[config.mk]
export PLATFORM = sky130hd
export DESIGN_NAME = huc_timer_irqctl
export DESIGN_NICKNAME = d
export VERILOG_FILES = /design/src/rtl/huc_timer_irqctl.sv
export SDC_FILE = /design/constraint.sdc
export NUM_CORES = 1
export LEC_CHECK = 0
export BUFFER_PORTS_ARGS = -buffer_cell sky130_fd_sc_hd__buf_2
export CORE_ASPECT_RATIO = 0.8
export CORE_MARGIN = 4
export CORE_UTILIZATION = 55
export CTS_BUF_LIST = sky130_fd_sc_hd__clkbuf_16
export CTS_CLUSTER_SIZE = 40
export DETAILED_ROUTE_END_ITERATION = 8
export PLACE_DENSITY = 0.77
export RECOVER_POWER = 25
export SYNTH_ARGS = -nofsm -noshare
export SYNTH_HDL_FRONTEND = slang
export SYNTH_SLANG_ARGS = --single-unit
[constraint.sdc]
create_clock -name clk -period 4.4 [get_ports clk]
set_input_delay 0.22 -clock clk [delete_from_list [all_inputs] [get_ports clk]]
set_output_delay 0.22 -clock clk [all_outputs]
set_load 0.05 [all_outputs]
[src/rtl/huc_timer_irqctl.sv]
// HuC6280 timer and interrupt controller for the I/O page.
// Decodes the timer window (0x1FEC00-0x1FEFFF) and the interrupt window
// (0x1FF400-0x1FF7FF). Read data is returned one cycle late, together with
// a select flag. The interrupt lines to the CPU are masked copies of the
// pending and raw requests.
module huc_timer_irqctl #(
    parameter int PRESCALE = 1024
) (
    input  logic        clk,
    input  logic        rst,
    input  logic [20:0] addr,
    input  logic [7:0]  dIn,
    input  logic        re,
    input  logic        we,
    output logic [7:0]  dOut,
    output logic        sel,
    input  logic        irq1_in,
    input  logic        irq2_in,
    output logic        tiq,
    output logic        irq1,
    output logic        irq2
);

    localparam int PW = $clog2(PRESCALE);
    localparam logic [PW-1:0] PRE_LAST = PW'(PRESCALE - 1);

    logic [6:0]    reload_q, reload_d;
    logic [6:0]    count_q, count_d;
    logic [PW-1:0] pre_q, pre_d;
    logic          en_q, en_d;
    logic          pend_q, pend_d;
    logic [2:0]    mask_q, mask_d;
    logic [7:0]    dout_q, dout_d;
    logic          sel_q, sel_d;

    logic          io_s, tmr_win_s, irq_win_s, rd_ok_s, wr_ok_s;
    logic          run_s, underflow_s;
    logic [7:0]    rdata_s;

    // Address decode. A strobe only counts when exactly one of re/we is high.
    always_comb begin
        io_s      = (addr[20:13] == 8'hFF);
        tmr_win_s = io_s && (addr[12:10] == 3'b011);
        irq_win_s = io_s && (addr[12:10] == 3'b101);
        rd_ok_s   = re && !we;
        wr_ok_s   = we && !re;
    end

    // Timer, pending flag, reload and mask next-state logic.
    always_comb begin
        reload_d    = reload_q;
        count_d     = count_q;
        pre_d       = pre_q;
        en_d        = en_q;
        pend_d      = pend_q;
        mask_d      = mask_q;
        underflow_s = 1'b0;
        run_s       = en_q;

        // Enable port: a 0->1 write restarts from reload with a fresh
        // prescaler; a 1->0 write freezes everything, discarding any tick
        // due on this edge. A 1->1 or 0->0 write leaves the timer as it is.
        if (wr_ok_s && tmr_win_s && addr[0] && dIn[0] && !en_q) begin
            count_d = reload_q;
            pre_d   = '0;
            en_d    = 1'b1;
            run_s   = 1'b0;
        end else if (wr_ok_s && tmr_win_s && addr[0] && !dIn[0] && en_q) begin
            en_d  = 1'b0;
            run_s = 1'b0;
        end else begin
            run_s = en_q;
        end

        if (run_s) begin
            if (pre_q == PRE_LAST) begin
                pre_d = '0;
                if (count_q == 7'd0) begin
                    count_d     = reload_q;
                    underflow_s = 1'b1;
                end else begin
                    count_d = count_q - 7'd1;
                end
            end else begin
                pre_d = pre_q + PW'(1);
            end
        end else begin
            pre_d = pre_d;
        end

        // Reload only feeds the next underflow; the running count is untouched.
        if (wr_ok_s && tmr_win_s && !addr[0]) begin
            reload_d = dIn[6:0];
        end else begin
            reload_d = reload_q;
        end

        if (wr_ok_s && irq_win_s && (addr[1:0] == 2'd2)) begin
            mask_d = dIn[2:0];
        end else begin
            mask_d = mask_q;
        end

        // An underflow on the same edge as an acknowledge keeps the request.
        if (underflow_s) begin
            pend_d = 1'b1;
        end else if (wr_ok_s && irq_win_s && (addr[1:0] == 2'd3)) begin
            pend_d = 1'b0;
        end else begin
            pend_d = pend_q;
        end
    end

    // Read mux and registered read-data/select for the next cycle.
    always_comb begin
        rdata_s = 8'h00;
        dout_d  = 8'h00;
        sel_d   = 1'b0;
        if (tmr_win_s) begin
            rdata_s = {1'b0, count_q};
        end else if (irq_win_s) begin
            case (addr[1:0])
                2'd2:    rdata_s = {5'b00000, mask_q};
                2'd3:    rdata_s = {5'b00000, pend_q, irq1_in, irq2_in};
                default: rdata_s = 8'h00;
            endcase
        end else begin
            rdata_s = 8'h00;
        end
        if (rd_ok_s && (tmr_win_s || irq_win_s)) begin
            dout_d = rdata_s;
            sel_d  = 1'b1;
        end else begin
            dout_d = 8'h00;
            sel_d  = 1'b0;
        end
    end

    // State registers with synchronous reset.
    always_ff @(posedge clk) begin
        if (rst) begin
            reload_q <= 7'd0;
            count_q  <= 7'd0;
            pre_q    <= '0;
            en_q     <= 1'b0;
            pend_q   <= 1'b0;
            mask_q   <= 3'b111;
            dout_q   <= 8'h00;
            sel_q    <= 1'b0;
        end else begin
            reload_q <= reload_d;
            count_q  <= count_d;
            pre_q    <= pre_d;
            en_q     <= en_d;
            pend_q   <= pend_d;
            mask_q   <= mask_d;
            dout_q   <= dout_d;
            sel_q    <= sel_d;
        end
    end

    assign dOut = dout_q;
    assign sel  = sel_q;
    assign tiq  = pend_q & ~mask_q[2];
    assign irq1 = irq1_in & ~mask_q[1];
    assign irq2 = irq2_in & ~mask_q[0];

endmodule
==> out/results.tsv <==
metric	value	unit
die-area	4850	um^2
start_util	0.589	
fin_worst_skew	3.30	ps
cts_made_buffers	5	
timing.fmax	488	MHz
postCtsSetupRepairBufs	0	
num_vias	1988	
synth-main-ff-cell	dfxtp_1	
yosysWarningCount	0	
cts_max_level	2	
drive_above_1_share	0.191	
setup_violations	0	
grt_first_pass_wirelength	8780	um
postCtsHoldBufs	0	
hold_path_class	in -> reg	
power_frac_seq	0.402	
dpl_worst_slack	2250	ps
ys_ff_latch	37	
leakage	0.852	nW
grt_remaining_overflow	0	
cp_max_fo	8	
clock_path_buffers	2	
powerDensity	341	nW/um^2
hpwl	3490	um
clkPwrFrac	0.550	
cp_slowest_cell	and2_0	
rsz0062_at_grt	no	
gp_congestion	0.853	
worstSetupPathType	reg -> reg	
crit_arrival	2220	ps
routedWlPerCell	16.8	um
drcViolationCount	0	
ys_seq_area_frac	0.355	
p_sw	0.000160	W
tightest_slew	1240	ps
synthesis.nets	270	
antenna_left	0	
route.detailed.vias_per_inst	6.54	
io_buffers	36	
path_cells	inv_1 > ha_1 > nor2b_1 > and2_0 > a2111oi_0 > a311oi_1	
syn_avg_cell_area	8.99	um^2
clk_pin_slew	60	ps
netlist.area_leader.share	0.355	
cts_tree	yes	
grt_pass1_vias	1807	
ir_drop	237	uV
hold_viol	0	
drtPass1Iterations	4	
die_w	76.9	um
p_comb_frac	0.047	
max_stage_delay	450	ps
routed_wl	5100	um
slew_headroom	0.171	
fin_crit	2050	ps
fin_tns_setup	0	ps
post_cts_resized	0	
die_height	63.1	um
grt_usage	0.224	
clkLatencyLatePin	280	ps
syn2layout_area_growth	16.9	%
maxSlewViolCount	0	
period_share	0.465	
ios	47	
cap_violations	0	
postSynthCellCount	232	
stdcell_count	304	
synth_edf_count	0	
yosysMostFrequentCell	dfxtp_1	
yosys-top-cells-area	dfxtp_1, nand3_1, o211ai_1, mux2i_1, and3_1	
netlist_area	2090	um^2
final_nets	299	
final_area	2440	um^2
p_int	0.000673	W
yosysTopAreaCell	dfxtp_1	
drt_iter0_markers	247	
placed_cells	296	
grt_start_max_net_pins	29	
worstPathRequired	4570	ps
p_sw_frac	0.192	
yosysUniqueCellTypes	52	
end_kind	flop	
synthArstFlopShare	0	
coreArea	3540	um^2
antenna_cells	0	
status	completed	
startpoint_type	flop	
setup_slack	2350	ps
place_area	2260	um^2
placementRows	19	
cts_root_buffer	clkbuf_16	
antenna_found_initial	0	
synthTopCellsByCount	dfxtp_1, nand3_1, nor2_1	
clock_sinks	37	
==> layer usage <==
| metal | track usage | share of wire |
|---|---|---|
| met1 | 0.318 | 0.47 |
| met2 | 0.315 | 0.40 |
| met3 | 0.0755 | 0.12 |
| met4 | 0.0747 | 0.011 |
| met5 | 0 | 0 |
==> layout by cell type (no fill, tap or decap), types with 4 or more instances in the layout <==
master | Yosys | routed
dfxtp_1 | 37 | 37
buf_2 | 6 | 28
nand3_1 | 23 | 23
nor2_1 | 13 | 13
o211ai_1 | 11 | 11
and3_1 | 10 | 10
nand2_1 | 10 | 10
clkbuf_1 | 8 | 8
or3_1 | 7 | 7
mux2i_1 | 7 | 7
a21oi_1 | 7 | 7
inv_1 | 6 | 6
nor2b_1 | 6 | 6
a31oi_1 | 6 | 6
nand4_1 | 5 | 5
or4_1 | 5 | 5
a311oi_1 | 5 | 5
clkbuf_16 | 0 | 5
mux2_2 | 4 | 4
o21ai_0 | 4 | 4
==> kinds of logic (layout without fill, tap and decap cells) <==
group                      Yosys count  count (layout)  synth area share
buffers and inverters               21              51            0.0432
xor gates and xnor gates             4               4            0.0168
muxes                               11              11            0.0552
DFF                                 37              37             0.355
AOI/OAI and AO/OA                   53              53             0.200
other                                1               1           0.00180
adders and majority gates            3               3            0.0180
and+or+nand+nor                    102             102             0.310
==> power by group through the flow <==
stage	logic (W)	registers (W)	clock network (W)
2_1_floorplan	0.0000204	0.000342	0
3_3_place_gp	0.0000388	0.000342	0
3_5_place_dp	0.0000386	0.000342	0
4_1_cts	0.0000390	0.000335	0.000462
5_1_grt	0.0000427	0.000335	0.000483
6_report	0.0000392	0.000335	0.000458
==> through the flow <==
step / total power [W] / hold slack [ps] / utilization
4_1_cts: 0.000836 / 180 / 0.691
6_report: 0.000833 / 174 / 0.688
3_3_place_gp: 0.000381 / 453 / 0.638
5_1_grt: 0.000861 / 186 / 0.688
3_5_place_dp: 0.000381 / 467 / 0.638
2_1_floorplan: 0.000363 / 367 / -
==> worst max-delay path: cells and delay by family (launching register included) <==
kind | cells | cell delay [ps]
AND/OR/NAND/NOR | 2 | 810
AO/OA/AOI/OAI | 2 | 500
flip-flops | 1 | 360
adder cells (fa/ha/maj) | 1 | 170
buffers and inverters | 1 | 100
==> layout make-up <==
cell class	count	area (um^2)
Clock buffer	5	125
Timing Repair Buffer	37	178
Multi-Input combinational cell	174	1250
Clock inverter	3	65.1
Tap cell	42	52.6
Fill cell	286	1100
Inverter	6	22.5
Sequential cell	37	741
==> worst paths after layout <==
check                                                 to  depth (start not counted)  slack, ps                      from
worst min-delay path            reload_q[3]$_SDFFE_PP0P_                          3        170                    dIn[3]
worst min register to register  reload_q[5]$_SDFFE_PP0P_                          2        510  reload_q[5]$_SDFFE_PP0P_
worst max-delay path               count_q[2]$_SDFF_PP0_                          6       2350     count_q[0]$_SDFF_PP0_
worst max register to register     count_q[2]$_SDFF_PP0_                          6       2350     count_q[0]$_SDFF_PP0_
==> sequential cells by signal, summed over array words and instances, names as in the netlist <==
signal,flops
pre_q,10
count_q,7
dOut,7
reload_q,7
mask_q,3
en_q,1
pend_q,1
sel,1
(Power assumes the default switching activity.)
